==> config.mk <==
export PLATFORM = sky130hd
export DESIGN_NAME = traffic_signal_timed
export DESIGN_NICKNAME = d
export VERILOG_FILES = /design/src/rtl/traffic_pkg.sv /design/src/rtl/tsc_phase_counter.sv /design/src/rtl/traffic_signal_timed.sv
export SDC_FILE = /design/constraint.sdc
export NUM_CORES = 1
export LEC_CHECK = 0
export BUFFER_PORTS_ARGS = -buffer_cell sky130_fd_sc_hd__buf_2
export CAP_MARGIN = 40
export CORE_MARGIN = 4
export CORE_UTILIZATION = 40
export CTS_CLUSTER_SIZE = 14
export DETAILED_ROUTE_END_ITERATION = 7
export PLACE_DENSITY_LB_ADDON = 0.1
export SYNTH_ARGS = -nofsm -noshare
export SYNTH_HDL_FRONTEND = slang
export SYNTH_HIERARCHICAL = 1
export SYNTH_SLANG_ARGS = --single-unit
==> constraint.sdc <==
create_clock -name clk -period 4.8 [get_ports clk]
set_input_delay 0.24 -clock clk [delete_from_list [all_inputs] [get_ports clk]]
set_output_delay 0.24 -clock clk [all_outputs]
set_load 0.02 [all_outputs]
==> src/rtl/traffic_pkg.sv <==
// Shared encodings for the timed highway/country-road signal controller.
// Latency: n/a (constants and types only).
// Backpressure: n/a.
package traffic_pkg;

  localparam int STATE_W = 3;

  // Lamp groups are {R,Y,G}
  localparam logic [2:0] RED    = 3'b100;
  localparam logic [2:0] YELLOW = 3'b010;
  localparam logic [2:0] GREEN  = 3'b001;
  localparam logic [2:0] OFF    = 3'b000;

  typedef enum logic [STATE_W-1:0] {
    HW_GREEN  = 3'd0,
    HW_YELLOW = 3'd1,
    ALL_RED1  = 3'd2,
    CR_GREEN  = 3'd3,
    CR_YELLOW = 3'd4,
    ALL_RED2  = 3'd5,
    FLASH     = 3'd6
  } state_t;

endpackage

==> src/rtl/tsc_phase_counter.sv <==
// Phase duration counter: clears on request, saturates at a limit, compares to a threshold.
// Latency: count and compares reflect the value registered at the previous edge.
// Backpressure: none; advances every cycle unless cleared or saturated.
module tsc_phase_counter #(
  parameter int CNT_W = 8
) (
  input  logic             clk,
  input  logic             clear_n,
  input  logic             clr,
  input  logic [CNT_W-1:0] sat_lim,
  input  logic [CNT_W-1:0] lim,
  output logic [CNT_W-1:0] cnt,
  output logic             at_sat,
  output logic             ge_lim
);

  assign at_sat = (cnt >= sat_lim);
  assign ge_lim = (cnt >= lim);

  // Count up from zero after every clear, holding once the saturation limit is reached
  always_ff @(posedge clk) begin
    if (!clear_n || clr) begin
      cnt <= '0;
    end else if (!at_sat) begin
      cnt <= cnt + 1'b1;
    end
  end

endmodule

==> src/rtl/traffic_signal_timed.sv <==
// Highway/country-road signal controller with programmable phase times and maintenance flash.
// Latency: lamps and phase are registered from the next state, changing on the same edge as the state.
// Backpressure: none; inputs are sampled every edge.
module traffic_signal_timed
  import traffic_pkg::*;
#(
  parameter int CNT_W        = 8,
  parameter int MIN_HW_GREEN = 8,
  parameter int MIN_CR_GREEN = 4,
  parameter int MAX_CR_GREEN = 10,
  parameter int YELLOW_T     = 3,
  parameter int ALLRED_T     = 2,
  parameter int FLASH_HALF   = 4
) (
  input  logic         clk,
  input  logic         clear_n,
  input  logic         signal,
  input  logic         flash,
  output logic [2:0]   highway,
  output logic [2:0]   country_road,
  output logic [2:0]   phase
);

  state_t           state, state_nxt;
  logic             blink, blink_nxt;
  logic [CNT_W-1:0] cnt, lim, sat_lim;
  logic             at_sat, ge_lim, cnt_clr;
  logic [2:0]       hw_nxt, cr_nxt;

  // Flash reuses the counter as its half-period timer, so clear it on each toggle too
  assign cnt_clr = (state_nxt != state) || ((state == FLASH) && ge_lim);

  tsc_phase_counter #(.CNT_W(CNT_W)) u_cnt (
    .clk     (clk),
    .clear_n (clear_n),
    .clr     (cnt_clr),
    .sat_lim (sat_lim),
    .lim     (lim),
    .cnt     (cnt),
    .at_sat  (at_sat),
    .ge_lim  (ge_lim)
  );

  // Per-state thresholds, next-state selection and next blink phase
  always_comb begin
    lim       = '1;
    sat_lim   = '1;
    state_nxt = state;
    blink_nxt = 1'b1;
    case (state)
      HW_GREEN: begin
        lim     = CNT_W'(MIN_HW_GREEN - 1);
        sat_lim = CNT_W'(MIN_HW_GREEN - 1);
        if (ge_lim && signal) state_nxt = HW_YELLOW;
      end
      HW_YELLOW: begin
        lim = CNT_W'(YELLOW_T - 1);
        if (ge_lim) state_nxt = ALL_RED1;
      end
      ALL_RED1: begin
        lim = CNT_W'(ALLRED_T - 1);
        if (ge_lim) state_nxt = CR_GREEN;
      end
      CR_GREEN: begin
        lim     = CNT_W'(MIN_CR_GREEN - 1);
        sat_lim = CNT_W'(MAX_CR_GREEN - 1);
        if ((ge_lim && !signal) || at_sat) state_nxt = CR_YELLOW;
      end
      CR_YELLOW: begin
        lim = CNT_W'(YELLOW_T - 1);
        if (ge_lim) state_nxt = ALL_RED2;
      end
      ALL_RED2: begin
        lim = CNT_W'(ALLRED_T - 1);
        if (ge_lim) state_nxt = HW_GREEN;
      end
      FLASH: begin
        lim = CNT_W'(FLASH_HALF - 1);
        // Leaving flash goes through a full all-red before highway green
        if (!flash) state_nxt = ALL_RED2;
      end
      default: state_nxt = HW_GREEN;
    endcase
    if (flash) state_nxt = FLASH;
    // Blink starts high on entry and toggles each half-period while flashing
    if ((state == FLASH) && (state_nxt == FLASH)) begin
      blink_nxt = ge_lim ? ~blink : blink;
    end
  end

  // Lamp decode from the state being entered so outputs align with the state register
  always_comb begin
    hw_nxt = RED;
    cr_nxt = RED;
    case (state_nxt)
      HW_GREEN:  hw_nxt = GREEN;
      HW_YELLOW: hw_nxt = YELLOW;
      CR_GREEN:  cr_nxt = GREEN;
      CR_YELLOW: cr_nxt = YELLOW;
      FLASH: begin
        hw_nxt = blink_nxt ? YELLOW : OFF;
        cr_nxt = blink_nxt ? RED    : OFF;
      end
      default: begin
        hw_nxt = RED;
        cr_nxt = RED;
      end
    endcase
  end

  // State, blink and registered outputs; reset overrides flash and any phase in progress
  always_ff @(posedge clk) begin
    if (!clear_n) begin
      state        <= HW_GREEN;
      blink        <= 1'b1;
      highway      <= GREEN;
      country_road <= RED;
      phase        <= 3'(HW_GREEN);
    end else begin
      state        <= state_nxt;
      blink        <= blink_nxt;
      highway      <= hw_nxt;
      country_road <= cr_nxt;
      phase        <= 3'(state_nxt);
    end
  end

endmodule

==> summary.txt <==
Outcome
  – Status: completed

Die
  – Die W: between 60 and 70 µm
  – Core area: around 3100 µm²
  – Standard-cell rows: 20
  – Die area: between 4000 and 5000 µm²
  – Die Y-Extent: 65.8 µm
  – Starting Density: 0.428
  – I/O pins: 13

Placed design
  – Hpwl dp: between 2000 and 2500 µm
  – Inst Count DP: between 200 and 250
  – GP Congestion: 0.792
  – IO Port Bufs: 12

Global route
  – Initial antenna violation count: 0
  – Total GRT Usage: 0.139
  – Largest net degree at the start of global routing: 18
  – Global route overflow: 0
  – Vias in the first global route: between 1,000 and 1,500
  – First-pass GRT wire length: ~4800 µm

Synth
  – Top_reg_cell synth: dfxtp_1
  – EDFF count, synth: 0
  – Sequential share of the synthesized area: 0.269
  – Synthesized cell area: roughly 1300 µm²
  – Synth area leader: dfxtp_1
  – Yosys cell types: 39
  – Synthesized flop and latch total: 18
  – Async set-reset flop share out of synthesis: 0
  – Synth cell count leaders: dfxtp_1 (18), ha_1 (17), inv_1 (17)
  – Yosys top cell area share: 0.269
  – Syn Nets: roughly 190
  – Yosys warning count: 6
  – Synth Instances: 166
  – Synth area leaders: dfxtp_1 (27%), ha_1 (16%), inv_1 (4.8%), a21oi_1 (3.4%), nand2b_1 (3.3%)
  – Most common cell in the netlist: dfxtp_1
  – Syn Area/Cell: roughly 8.1 µm²

Timing
  – Worst Tran Pin Value: between 800 and 900 ps
  – Final hold viol count: 0
  – Clk_skew: about 6.0 ps
  – Final Max Tran Viols: 0
  – RSZ-0062 raised after global routing: false
  – Setup Viol. Count Final: 0
  – Fmax achieved: 253 MHz
  – Period minus WS final: roughly 3900 ps
  – Worst hold slack: 204 ps
  – Slew HR: 0.423
  – Fin Setup TNS: 0 ps
  – Final period util: 0.823

Clocking
  – Post-CTS Hold Buffers: 0
  – Worst-path clk slew: roughly 100 ps
  – Clk_lat worst skew: 290 ps
  – H-Tree Depth: 1
  – CTS tree: yes
  – Postcts setup bufs: 0
  – Post-CTS Resized: 0
  – Clock Path Buffers: 2
  – Number of CTS-inserted buffers: 3
  – Clock sink total: 18
  – CTS root buffer: clkbuf_4

Pwr
  – Leak: ~0.66 nW
  – Maximum vdd drop: about 0.15 mV
  – Power per Cell Area: ~210 nW/µm²

Critical path
  – Crit Path Class: reg2reg
  – CP max FO: 16
  – Critical path capture point type: flip-flop
  – Worst EP required: between 5000 and 6000 ps
  – CP arrival: roughly 4200 ps
  – Startpoint Class: flip-flop

Finish
  – Fin nets: 200
  – Synthesis-to-finish area growth: 9.73%
  – Filler cell count: ~330
  – Layout Cells excl Fill: ~220
  – Ant diodes: 0
  – Share of layout cells above drive strength 1: 0.124

Detailed routing
  – Routed len/inst: between 10 and 15 µm
  – Via count: 1,140
  – Routed Antenna Nets: 0
  – Initial DRT Pass Iterations: 4
  – Total Routed Length: between 2000 and 3000 µm
  – Initial DRC Count: just under 60
  – Vias per std cell: between 5 and 6
  – DRC viols: 0

Min path
  – Hold WC Path Type: in2reg

Job
  – Max-cap viol count: 0
==> metal layers <==
metal,vias up,global-route usage,wire length [µm]
met2,12,0.265,1390
li1,603,-,-
met4,0,0.0155,0
met5,-,0,0
met3,0,0.0357,86
met1,525,0.156,1180
==> power breakdown <==
group / internal (W) / switching (W)
Clock: 0.0000462 / 0.0000444
Combinational: 0.0000231 / 0.0000328
Sequential: 0.000154 / 0.00000745
Total: 0.000223 / 0.0000846
==> critical path, stage by stage, from the launching register on <==
cell and delay [ps]:
dfxtp_1 640, and3_1 340, nand2b_1 130, inv_1 40, ha_1 280, a21oi_1 70
a21oi_1 140, a211oi_1 60, o21ai_0 690, nor2b_1 260, o211ai_1 110, a21oi_1 330
xor2_1 170, nand3_1 90, nor2b_1 310, nand2_1 100, mux2i_1 120
==> flip-flops by register name, summed over array words and instances, names as in the netlist <==
register / cells
highway: 3
country_road: 3
blink: 1
state: 3
u_cnt/cnt: 8
==> cells in the final DEF, fill, tap and decap left out, drive strengths merged <==
cell / n
o21a: 1
nand3b: 1
conb: 1
or3: 3
nand4b: 1
nor3: 2
or4: 1
a21oi: 9
o31ai: 1
o41a: 1
nor2: 10
and3b: 1
or4b: 1
xnor2: 3
mux2i: 2
buf: 12
inv: 17
a211oi: 6
xor2: 3
clkbuf: 4
nor2b: 6
nand4: 4
and3: 2
ha: 17
dfxtp: 18
nand2b: 7
o211ai: 2
nand3: 7
a31oi: 1
o21ai: 13
nand2: 11
a21o: 2
and2: 5
nor3b: 2
a21bo: 1
==> cell type report <==
class / instances / area, µm² / share of cell area
multi-input combinational: 127 / 892 / 0.608
timing repair buffer: 12 / 60.1 / 0.0409
tap: 44 / 55.1 / 0.0375
sequential: 18 / 360 / 0.246
clock buffer: 4 / 36.3 / 0.0247
inverter: 17 / 63.8 / 0.0435
==> metrics by stage <==
| stage | area [µm²] | worst slack [ps] | power [W] | utilization |
|---|---|---|---|---|
| 2_1_floorplan | 1340 | 1420 | 0.000207 | - |
| 6_report | 1470 | 851 | 0.000308 | 0.469 |
| 3_5_place_dp | 1430 | 841 | 0.000222 | 0.458 |
| 5_1_grt | 1470 | 321 | 0.000327 | 0.469 |
| 3_3_place_gp | 1430 | 1050 | 0.000221 | 0.458 |
| 4_1_cts | 1470 | 831 | 0.000313 | 0.469 |
==> kinds of logic after synthesis <==
logic type               after synthesis  share of synthesized area
AND/OR/NAND/NOR                       64                      0.266
AO/OA/AOI/OAI                         37                      0.185
buffers and inverters                 21                     0.0636
flip-flops                            18                      0.269
adder cells (fa/ha/maj)               17                      0.159
XOR/XNOR                               6                     0.0393
multiplexers                           2                     0.0150
other                                  1                    0.00280
==> path summary, 6_finish.rpt <==
| kind | from | endpoint | slack [ps] | depth (start not counted) |
|---|---|---|---|---|
| min reg2reg | u_cnt/cnt[7]$_SDFFE_PP0N_ | u_cnt/cnt[7]$_SDFFE_PP0N_ | 540 | 2 |
| max | state[1]$_SDFF_PN0_ | u_cnt/cnt[3]$_SDFFE_PP0N_ | 850 | 16 |
| min | clear_n | highway[0]$_SDFF_PN1_ | 200 | 2 |
| max reg2reg | state[1]$_SDFF_PN0_ | u_cnt/cnt[3]$_SDFFE_PP0N_ | 850 | 16 |
Note: power is estimated with default switching activity, not from simulation.
